$ cat config.mk
export PLATFORM = sky130hd
export DESIGN_NAME = boot_host
export DESIGN_NICKNAME = d
export VERILOG_FILES = /design/src/rtl/boot_pkg.sv /design/src/rtl/uart_byte_rx.sv /design/src/rtl/uart_byte_tx.sv /design/src/rtl/boot_host.sv
export SDC_FILE = /design/constraint.sdc
export NUM_CORES = 1
export LEC_CHECK = 0
export CORE_MARGIN = 4
export CORE_UTILIZATION = 29
export DETAILED_ROUTE_END_ITERATION = 8
export HOLD_SLACK_MARGIN = 0.1
export PLACE_DENSITY = 0.46
export SYNTH_ARGS = -nofsm -noshare
export SYNTH_HDL_FRONTEND = slang
export SYNTH_SLANG_ARGS = --single-unit
$ cat constraint.sdc
create_clock -name clk_i -period 14.9 [get_ports clk_i]
set_input_delay 2.98 -clock clk_i [delete_from_list [all_inputs] [get_ports clk_i]]
set_output_delay 2.98 -clock clk_i [all_outputs]
set_load 0.02 [all_outputs]
$ cat src/rtl/boot_pkg.sv
// Constants and FSM encoding shared by both ends of the serial boot link.
package boot_pkg;

    localparam int unsigned WORDS  = 64;
    localparam int unsigned ADR_W  = 6;
    localparam int unsigned DATA_W = 16;
    localparam int unsigned CNT_W  = 7;

    typedef enum logic [2:0] {
        StIdle,
        StTxHi,
        StTxLo,
        StRxHi,
        StRxLo
    } boot_state_e;

    // Words travel high byte first.
    function automatic logic [7:0] word_byte(input logic [DATA_W-1:0] w, input logic hi);
        return hi ? w[15:8] : w[7:0];
    endfunction

endpackage

$ cat src/rtl/uart_byte_rx.sv
// 8N1 byte receiver: 2-FF synchroniser, falling-edge start detect, mid-bit sampling.
// valid_o is asserted during the stop-bit sample cycle.
module uart_byte_rx #(
    parameter int unsigned ClksPerBit = 868
) (
    input  logic       clk_i,
    input  logic       rst_ni,
    input  logic       ce_i,
    input  logic       rx_i,
    output logic       valid_o,
    output logic [7:0] data_o,
    output logic       frame_err_o,
    output logic       idle_o
);

    localparam int unsigned CntW = (ClksPerBit > 1) ? $clog2(ClksPerBit) : 1;
    localparam logic [CntW-1:0] CntLast  = CntW'(ClksPerBit - 1);
    localparam logic [CntW-1:0] HalfLast = CntW'((ClksPerBit / 2 > 0) ? ClksPerBit / 2 - 1 : 0);

    logic [1:0]      sync_q;
    logic            prev_q;
    logic            active_q;
    logic [3:0]      bit_q;
    logic [CntW-1:0] cnt_q;
    logic [7:0]      shift_q;
    logic            rx_s;
    logic            sample;

    assign rx_s        = sync_q[1];
    assign sample      = active_q && (cnt_q == ((bit_q == 4'd0) ? HalfLast : CntLast));
    assign valid_o     = sample && (bit_q == 4'd9);
    assign data_o      = shift_q;
    assign frame_err_o = valid_o && !rx_s;
    assign idle_o      = !active_q;

    always_ff @(posedge clk_i) begin
        if (!rst_ni) begin
            sync_q   <= 2'b11;
            prev_q   <= 1'b1;
            active_q <= 1'b0;
            bit_q    <= '0;
            cnt_q    <= '0;
            shift_q  <= '0;
        end else if (ce_i) begin
            sync_q <= {sync_q[0], rx_i};
            prev_q <= rx_s;
            if (!active_q) begin
                if (prev_q && !rx_s) begin
                    active_q <= 1'b1;
                    bit_q    <= '0;
                    cnt_q    <= '0;
                end
            end else if (sample) begin
                cnt_q <= '0;
                if (bit_q == 4'd0) begin
                    // A start bit that is high again at mid-bit is a glitch.
                    if (rx_s) begin
                        active_q <= 1'b0;
                    end else begin
                        bit_q <= 4'd1;
                    end
                end else if (bit_q == 4'd9) begin
                    active_q <= 1'b0;
                end else begin
                    shift_q <= {rx_s, shift_q[7:1]};
                    bit_q   <= bit_q + 4'd1;
                end
            end else begin
                cnt_q <= cnt_q + 1'b1;
            end
        end
    end

endmodule

$ cat src/rtl/uart_byte_tx.sv
// 8N1 byte transmitter. ready_o is also high on the last cycle of the stop bit so
// the next frame can follow with no idle gap.
module uart_byte_tx #(
    parameter int unsigned ClksPerBit = 868
) (
    input  logic       clk_i,
    input  logic       rst_ni,
    input  logic       ce_i,
    input  logic       send_i,
    input  logic [7:0] data_i,
    output logic       tx_o,
    output logic       ready_o
);

    localparam int unsigned CntW = (ClksPerBit > 1) ? $clog2(ClksPerBit) : 1;
    localparam logic [CntW-1:0] CntLast = CntW'(ClksPerBit - 1);

    logic [CntW-1:0] cnt_q;
    logic [3:0]      bit_q;
    logic [9:0]      frame_q;
    logic            active_q;
    logic            tx_q;
    logic            bit_end;

    assign bit_end = (cnt_q == CntLast);
    assign ready_o = !active_q || (bit_end && (bit_q == 4'd9));
    assign tx_o    = tx_q;

    always_ff @(posedge clk_i) begin
        if (!rst_ni) begin
            cnt_q    <= '0;
            bit_q    <= '0;
            frame_q  <= '1;
            active_q <= 1'b0;
            tx_q     <= 1'b1;
        end else if (ce_i) begin
            if (send_i && ready_o) begin
                frame_q  <= {1'b1, data_i, 1'b0};
                tx_q     <= 1'b0;
                bit_q    <= '0;
                cnt_q    <= '0;
                active_q <= 1'b1;
            end else if (active_q) begin
                if (bit_end) begin
                    cnt_q <= '0;
                    if (bit_q == 4'd9) begin
                        active_q <= 1'b0;
                        tx_q     <= 1'b1;
                    end else begin
                        bit_q   <= bit_q + 4'd1;
                        tx_q    <= frame_q[1];
                        frame_q <= {1'b1, frame_q[9:1]};
                    end
                end else begin
                    cnt_q <= cnt_q + 1'b1;
                end
            end
        end
    end

endmodule

$ cat src/rtl/boot_host.sv
// Host end of the boot link: streams a 64x16 image out over UART, then receives the
// CPU's memory dump and counts words that differ from the image.
module boot_host
    import boot_pkg::*;
#(
    parameter int unsigned ClksPerBit    = 868,
    parameter int unsigned RxTimeoutBits = 40
) (
    input  logic              clk_i,
    input  logic              rst_ni,
    input  logic              ce_i,
    input  logic              img_we_i,
    input  logic [ADR_W-1:0]  img_adr_i,
    input  logic [DATA_W-1:0] img_data_i,
    input  logic              start_i,
    input  logic              check_i,
    input  logic              rx_i,
    output logic              tx_o,
    output logic              busy_o,
    output logic              done_o,
    output logic              error_o,
    output logic [CNT_W-1:0]  err_count_o
);

    localparam int unsigned TimeoutCycles = RxTimeoutBits * ClksPerBit;
    localparam int unsigned TmrW = (TimeoutCycles > 1) ? $clog2(TimeoutCycles) : 1;
    localparam logic [TmrW-1:0]  TmrLast  = TmrW'(TimeoutCycles - 1);
    localparam logic [ADR_W-1:0] LastAdr  = ADR_W'(WORDS - 1);
    localparam logic [CNT_W-1:0] WordsCnt = CNT_W'(WORDS);

    logic [DATA_W-1:0] img_q [WORDS];

    boot_state_e      state_q;
    logic [ADR_W-1:0] adr_q;
    logic [ADR_W-1:0] adr_nxt;
    logic [7:0]       hi_q;
    logic             word_bad_q;
    logic [TmrW-1:0]  timer_q;
    logic             done_q;
    logic             error_q;
    logic [CNT_W-1:0] err_count_q;

    logic       tx_send;
    logic [7:0] tx_data;
    logic       tx_ready;
    logic       rx_valid;
    logic [7:0] rx_data;
    logic       rx_frame_err;
    logic       rx_idle;

    assign adr_nxt     = adr_q + 1'b1;
    assign busy_o      = (state_q != StIdle);
    assign done_o      = done_q;
    assign error_o     = error_q;
    assign err_count_o = err_count_q;

    always_ff @(posedge clk_i) begin
        if (ce_i && img_we_i && (state_q == StIdle)) begin
            img_q[img_adr_i] <= img_data_i;
        end
    end

    // The next byte is offered combinationally so a frame can start on the same edge
    // that accepts start_i or finishes the previous stop bit.
    always_comb begin
        tx_send = 1'b0;
        tx_data = '0;
        unique case (state_q)
            StIdle: begin
                tx_send = start_i;
                tx_data = word_byte(img_q[0], 1'b1);
            end
            StTxHi: begin
                tx_send = tx_ready;
                tx_data = word_byte(img_q[adr_q], 1'b0);
            end
            StTxLo: begin
                tx_send = tx_ready && (adr_q != LastAdr);
                tx_data = word_byte(img_q[adr_nxt], 1'b1);
            end
            default: ;
        endcase
    end

    always_ff @(posedge clk_i) begin
        if (!rst_ni) begin
            state_q     <= StIdle;
            adr_q       <= '0;
            hi_q        <= '0;
            word_bad_q  <= 1'b0;
            timer_q     <= '0;
            done_q      <= 1'b0;
            error_q     <= 1'b0;
            err_count_q <= '0;
        end else if (ce_i) begin
            done_q <= 1'b0;
            unique case (state_q)
                StIdle: begin
                    if (start_i) begin
                        state_q <= StTxHi;
                        adr_q   <= '0;
                    end else if (check_i) begin
                        state_q     <= StRxHi;
                        adr_q       <= '0;
                        error_q     <= 1'b0;
                        err_count_q <= '0;
                        word_bad_q  <= 1'b0;
                        timer_q     <= '0;
                    end
                end
                StTxHi: begin
                    if (tx_ready) begin
                        state_q <= StTxLo;
                    end
                end
                StTxLo: begin
                    if (tx_ready) begin
                        if (adr_q == LastAdr) begin
                            state_q <= StIdle;
                            done_q  <= 1'b1;
                        end else begin
                            adr_q   <= adr_nxt;
                            state_q <= StTxHi;
                        end
                    end
                end
                StRxHi, StRxLo: begin
                    if (rx_valid) begin
                        timer_q <= '0;
                        if (rx_frame_err) begin
                            error_q <= 1'b1;
                        end
                        if (state_q == StRxHi) begin
                            hi_q       <= rx_data;
                            word_bad_q <= rx_frame_err;
                            state_q    <= StRxLo;
                        end else begin
                            // A framing error on either byte counts once for the word.
                            if (word_bad_q || rx_frame_err || ({hi_q, rx_data} != img_q[adr_q])) begin
                                err_count_q <= err_count_q + 7'd1;
                                error_q     <= 1'b1;
                            end
                            word_bad_q <= 1'b0;
                            if (adr_q == LastAdr) begin
                                state_q <= StIdle;
                                done_q  <= 1'b1;
                            end else begin
                                adr_q   <= adr_nxt;
                                state_q <= StRxHi;
                            end
                        end
                    end else if (!rx_idle) begin
                        timer_q <= '0;
                    end else if (timer_q == TmrLast) begin
                        // Every word not yet verified is reported as bad.
                        error_q     <= 1'b1;
                        err_count_q <= WordsCnt - {1'b0, adr_q};
                        done_q      <= 1'b1;
                        state_q     <= StIdle;
                    end else begin
                        timer_q <= timer_q + 1'b1;
                    end
                end
                default: state_q <= StIdle;
            endcase
        end
    end

    uart_byte_tx #(
        .ClksPerBit(ClksPerBit)
    ) u_tx (
        .clk_i  (clk_i),
        .rst_ni (rst_ni),
        .ce_i   (ce_i),
        .send_i (tx_send),
        .data_i (tx_data),
        .tx_o   (tx_o),
        .ready_o(tx_ready)
    );

    uart_byte_rx #(
        .ClksPerBit(ClksPerBit)
    ) u_rx (
        .clk_i      (clk_i),
        .rst_ni     (rst_ni),
        .ce_i       (ce_i),
        .rx_i       (rx_i),
        .valid_o    (rx_valid),
        .data_o     (rx_data),
        .frame_err_o(rx_frame_err),
        .idle_o     (rx_idle)
    );

endmodule

== Word level (Yosys, flattened, before mapping) ==
Memories as Yosys holds them, arrays and structs flattened. A register that Yosys moved wholly into a read port is not among the register bits.
Index checks and enable logic that the tools add are counted.

* Register bits after elaboration: 95
* Bits in writable memories: 1,024
* Input bits: 29
* Output and inout port bits: 11
* Word-level logic and storage cells: 186
* Memories kept: 1

* $add $sub $neg: 8
* Equality and inequality tests: 28
* Muxes and demuxes: 92
* Bitwise gates (word level): 2
* Reductions and logical operators: 36

{| class="wikitable"
|+ Memories
! memory !! words !! bits a word !! read ports !! clocked after Yosys merged registers in !! write ports !! line !! source
|-
| img_q || 64 || 16 || 3 || 1 || 1 || boot_host.sv:31 || <nowiki>logic [DATA_W-1:0] img_q [WORDS];</nowiki>
|}

{| class="wikitable"
|+ Operators by type and width
! operator !! number
|-
| $mux 10 || 11
|-
| $mux 16 || 5
|-
| $mux 7 || 7
|-
| $mux 6 || 8
|-
| $mux 4 || 10
|-
| $mux 1 || 33
|-
| $pmux 16 s2 || 1
|-
| $mux 3 || 8
|-
| $pmux 8 s3 || 1
|-
| $add 10x1->10 const B || 2
|-
| $reduce_and 5->1 || 4
|-
| $pmux 6 s3 || 1
|-
| $reduce_and 6->1 || 3
|-
| $add 16x1->16 const B || 1
|-
| $eq 16x16->1 const B || 1
|-
| $ne 16x16->1 || 1
|-
| $ne 3x3->1 const B || 5
|-
| $ne 2x2->1 const B || 7
|-
| $pmux 7 s2 || 1
|-
| $pmux 3 s4 || 1
|-
| $eq 10x10->1 || 1
|-
| $eq 10x10->1 const B || 1
|-
| $logic_and 1x1->1 || 9
|-
| $add 4x1->4 const B || 2
|-
| other kinds (27) || 42
|}

== Logic depth before layout (Yosys ltp) ==
* Depth after elaboration: 12
* Mapped depth: 17
* Gate-level depth less buffers: 12

== Hierarchy ==
From an unflattened synthesis, not the netlist that was laid out.

* Cells, all modules: 2,717
* Area total of the unflattened synthesis: 49,486.2 um2

{| class="wikitable"
|+ By module, submodules not included
! module !! times used !! cells each !! area each (um2) !! seq. area each (um2)
|-
| boot_host || 1 || 2,409 || 46,817.4 || 31,730.4
|-
| uart_byte_rx || 1 || 168 || 1,446.4 || 520.5
|-
| uart_byte_tx || 1 || 140 || 1,222.4 || 480.5
|}

== Least setup slack after synthesis ==
No wires, ideal clock.

* Path kind: in2reg
* Start: input port ce_i
* End: memory img_q[46][0] (enable)
* Library setup time: 388 ps
* Data arrival time: 4,600 ps
* Required time: 14,512 ps
* Slack: 9,912 ps
* Stages: 5
* Buffers on the path: 1
* Cell sequence: clkbuf_1 nand2_1 nor3_1 nand3_1 nor2_1

* Longest elaborated chain between the ends: 4

{| class="wikitable"
|+ Ends and longest elaborated chain
! what !! line !! source
|-
| start, declared || boot_host.sv:11 || <nowiki>input logic ce_i,</nowiki>
|-
| $logic_and 1x1->1 (2 in series) || boot_host.sv:58 || <nowiki>if (ce_i && img_we_i && (state_q == StIdle)) begin</nowiki>
|-
| $mux 1 || boot_host.sv:58 ||
|-
| $mux 1 (implied by the code) || boot_host.sv:59 || <nowiki>img_q[img_adr_i] <= img_data_i;</nowiki>
|-
| end, declared || boot_host.sv:31 ||
|}

No other way between the ends.

== Worst setup path after layout ==
* Start: input port ce_i
* End: memory img_q[31][4] (enable)

The elaborated chain is that of the path after synthesis.

==> flow_summary.toml <==
[global_routing]
use_met3 = 0.0408
first_global_vias = 27528
grt_start_max_net_pins = 106
grt_total_usage = 0.178
global_routing_met1_resource_utilization = 0.247
grt_pass1_wl_mm = 222
overflow = 0
met2_usage = 0.278
antenna_violations_before_repair = 6
grt_busiest_layer = "met2"

[clocking]
cts.path.max_buffers = 3
cts_tree = "done"
post-cts-setup-buffer-count = 0
clock_root_buffer = "clkbuf_16"
htree_num_levels = 3
cts_repair_resize_count = 0
cts.hold.buffers_added = 0
clock_sink_count = 1123
inserted_clock_buffers = 121
clk_pin_slew_ns = 0.06
worstSkewPairLatency_ns = 0.79

[worst_setup_path]
crit_path_start_kind = "primary input"
critPathKind = "primary input to flop"
worst_ep_arrival_time_ns = 7.11
cp_data_required_time_ns = 15.28
crit_path_end_kind = "flop"
timing.critical_path.fanout_max = 20

[floorplan]
floorplan.die_area_um2 = 176000
initial_core_util = 0.293
die_x_um = 420
rows = 150
dieHeight_um = 420
io_pins = 40
coreArea_um2 = 168000

[logic_synthesis]
syn_area_um2 = 49200
mapped_cells = 2660
synthFlopType = "edfxtp_1"
synthArstFlopShare = 0
synth.ff_latch_count = 1123
library_cells_used_by_synthesis = 91
syn_nets = 2700
synth.avg_cell_area_um2 = 18.5
post_synthesis_sequential_area_ratio = 0.665
yosys_warnings = 0
number_of_enable_flip_flop_cells_after_synthesis = 1024

[finish]
layout.core_utilization = 0.333
fin_cells = 5015
seq_area_um2 = 32700
multi_input_gate_area_in_the_final_layout_um2 = 15500
number_of_nets_at_the_end_of_the_flow = 2744
drive_above_1_share = 0.265
area.growth.synth_to_final_pct = 13.8
fillerInstances = 15753

[route]
drt-total-wl_mm = 158
total_number_of_vias = 27203
drt-initial-drc-count = 3239
wl_per_cell_um = 31.5
avgViaCountPerCell = 5.42
firstDrtPassIters = 5
final_antenna_net_count = 0
dr_drc_count = 0

[power_and_ir_drop]
cellInternalPower_mw = 5.58
worst_ir_drop_vdd_mv = 0.104
power.density_cell_area_nw_per_um2 = 131
pwr-share-comb = 0.094
clockPowerShare = 0.432
power.sequential.fraction = 0.474
totalPowerFinal_mw = 7.34
power.net_switching_mw = 1.76
cellLeakagePower_nw = 16.8
switching_part_of_the_total = 0.240

[placement]
dp.cells = 4785
portBuffers = 39
dp_hpwl_mm = 102
place.gp.congestion = 0.890

[timing]
worst_clock_skew_ns = 0.0709
hold_ws_ns = 0.461
finalSetupViolations = 0
worst_pin_slew_ns = 1.30
setup_total_negative_slack_ns = 0
final_hold_vio_count = 0
report.final.slew_viol_count = 0
period_share = 0.452
setup_repair_after_global_routing_missed_its_margin = "no"
max_freq_mhz = 148
finalCriticalPeriod_ns = 6.74
slew_hr = 0.131

[run]
drv_cap = 0

[worst_hold_path]
hold_path.class = "flop to flop"

[outcome]
run_status = "completed"
worst max-delay path: stages:
cell	delay (ns)
clkdlybuf4s50_1	0.95
nand2_1	0.55
nor3_1	0.48
nand3_1	0.90
nor2_2	1.22
flip-flops by register name, indices dropped and copies added (netlist names), named ones only:
signal	count
img_q	1024
u_rx.active_q	1
word_bad_q	1
u_rx.prev_q	1
u_tx.active_q	1
hi_q	8
timer_q	16
state_q	3
u_tx.cnt_q	10
error_o	1
u_tx.frame_q	8
u_rx.data_o	8
u_rx.cnt_q	10
adr_q	6
u_tx.bit_q	4
done_o	1
err_count_o	7
u_rx.sync_q	2
u_rx.bit_q	4
u_tx.tx_o	1
area by class of cell:
cell class,count,share of cell area
flip-flops and latches,1123,0.585
multi-input cells,1349,0.277
clock buffers,153,0.0580
well taps,2204,0.0492
clock inverters,71,0.0170
repair buffers,85,0.0123
inverters,24,0.00161
diodes,6,0.000268
layer usage:
| layer | part of all wire | vias up |
|---|---|---|
| met5 | 0.000076 | - |
| met2 | 0.46 | 1187 |
| met1 | 0.43 | 14627 |
| li1 | - | 11126 |
| met4 | 0.036 | 2 |
| met3 | 0.077 | 261 |
power groups by stage:
stage	sequential (mW)	combinational (mW)	clock, mW
finish	3.48	0.692	3.17
global route	3.48	0.720	3.36
CTS	3.48	0.696	3.23
detailed placement	3.54	0.693	0
global placement	3.54	0.689	0
floorplan	3.52	0.415	0
cell usage after synthesis (all sizes together), types with 9 or more instances:
cell | n | area, um^2
xor2 | 26 | 228
nand3b | 11 | 82.6
xnor2 | 19 | 166
edfxtp | 1024 | 30700
nor2b | 41 | 257
inv | 23 | 86.3
mux2 | 22 | 248
clkbuf | 63 | 238
a31oi | 11 | 68.8
nand3 | 42 | 215
mux4 | 396 | 8980
a22oi | 26 | 214
buf | 101 | 852
a211oi | 22 | 170
ha | 11 | 138
a21boi | 9 | 67.6
or3 | 16 | 100
nand4 | 17 | 113
nor3 | 21 | 105
and2 | 11 | 68.8
nand2b | 12 | 75.1
and3 | 21 | 131
mux2i | 115 | 1150
o21ai | 45 | 229
nand2 | 111 | 417
o211ai | 9 | 67.6
o22ai | 28 | 175
nor4 | 9 | 68.8
a21oi | 37 | 189
nor2 | 153 | 574
dfxtp | 99 | 1980
logic make-up (layout without fill, tap and decap cells):
group                      after synthesis  in the layout  synth area share
xor gates and xnor gates                45             45           0.00801
and+or+nand+nor                        499            499            0.0505
DFF                                   1123           1123             0.665
buffers and inverters                  188            333            0.0240
adders and majority gates               11             11           0.00280
AOI/OAI and AO/OA                      261            261            0.0384
other                                    0              6                 0
muxes                                  533            533             0.211
cell usage in the layout, fill, tap and decap left out, drive strengths merged, types with 24 or more instances in the layout:
master / count
o21ai: 45
xor2: 26
edfxtp: 1024
mux2i: 115
a22oi: 26
clkinv: 43
nand3: 42
mux4: 396
nor2b: 41
o22ai: 28
clkbuf: 153
dfxtp: 99
inv: 24
nand2: 111
buf: 63
nor2: 153
a21oi: 37
worst paths after layout:
kind | start | endpoint | slack (ns) | cells past startpoint
setup / recovery | ce_i | img_q[31][4] | 8.16 | 5
hold / removal | u_rx.prev_q | u_rx.prev_q | 0.46 | 2
setup reg to reg | flop | err_count_o[0] | 9.05 | 12
hold reg to reg | u_rx.prev_q | u_rx.prev_q | 0.46 | 2
per-stage QoR:
step | cell area [um^2] | worst slack, ns
2_1_floorplan | 49200 | 9.91
3_3_place_gp | 51800 | 7.47
3_5_place_dp | 51800 | 7.46
4_1_cts | 56000 | 8.28
5_1_grt | 56000 | 8.02
6_report | 56000 | 8.16
Note: power is estimated with default switching activity, not from simulation.
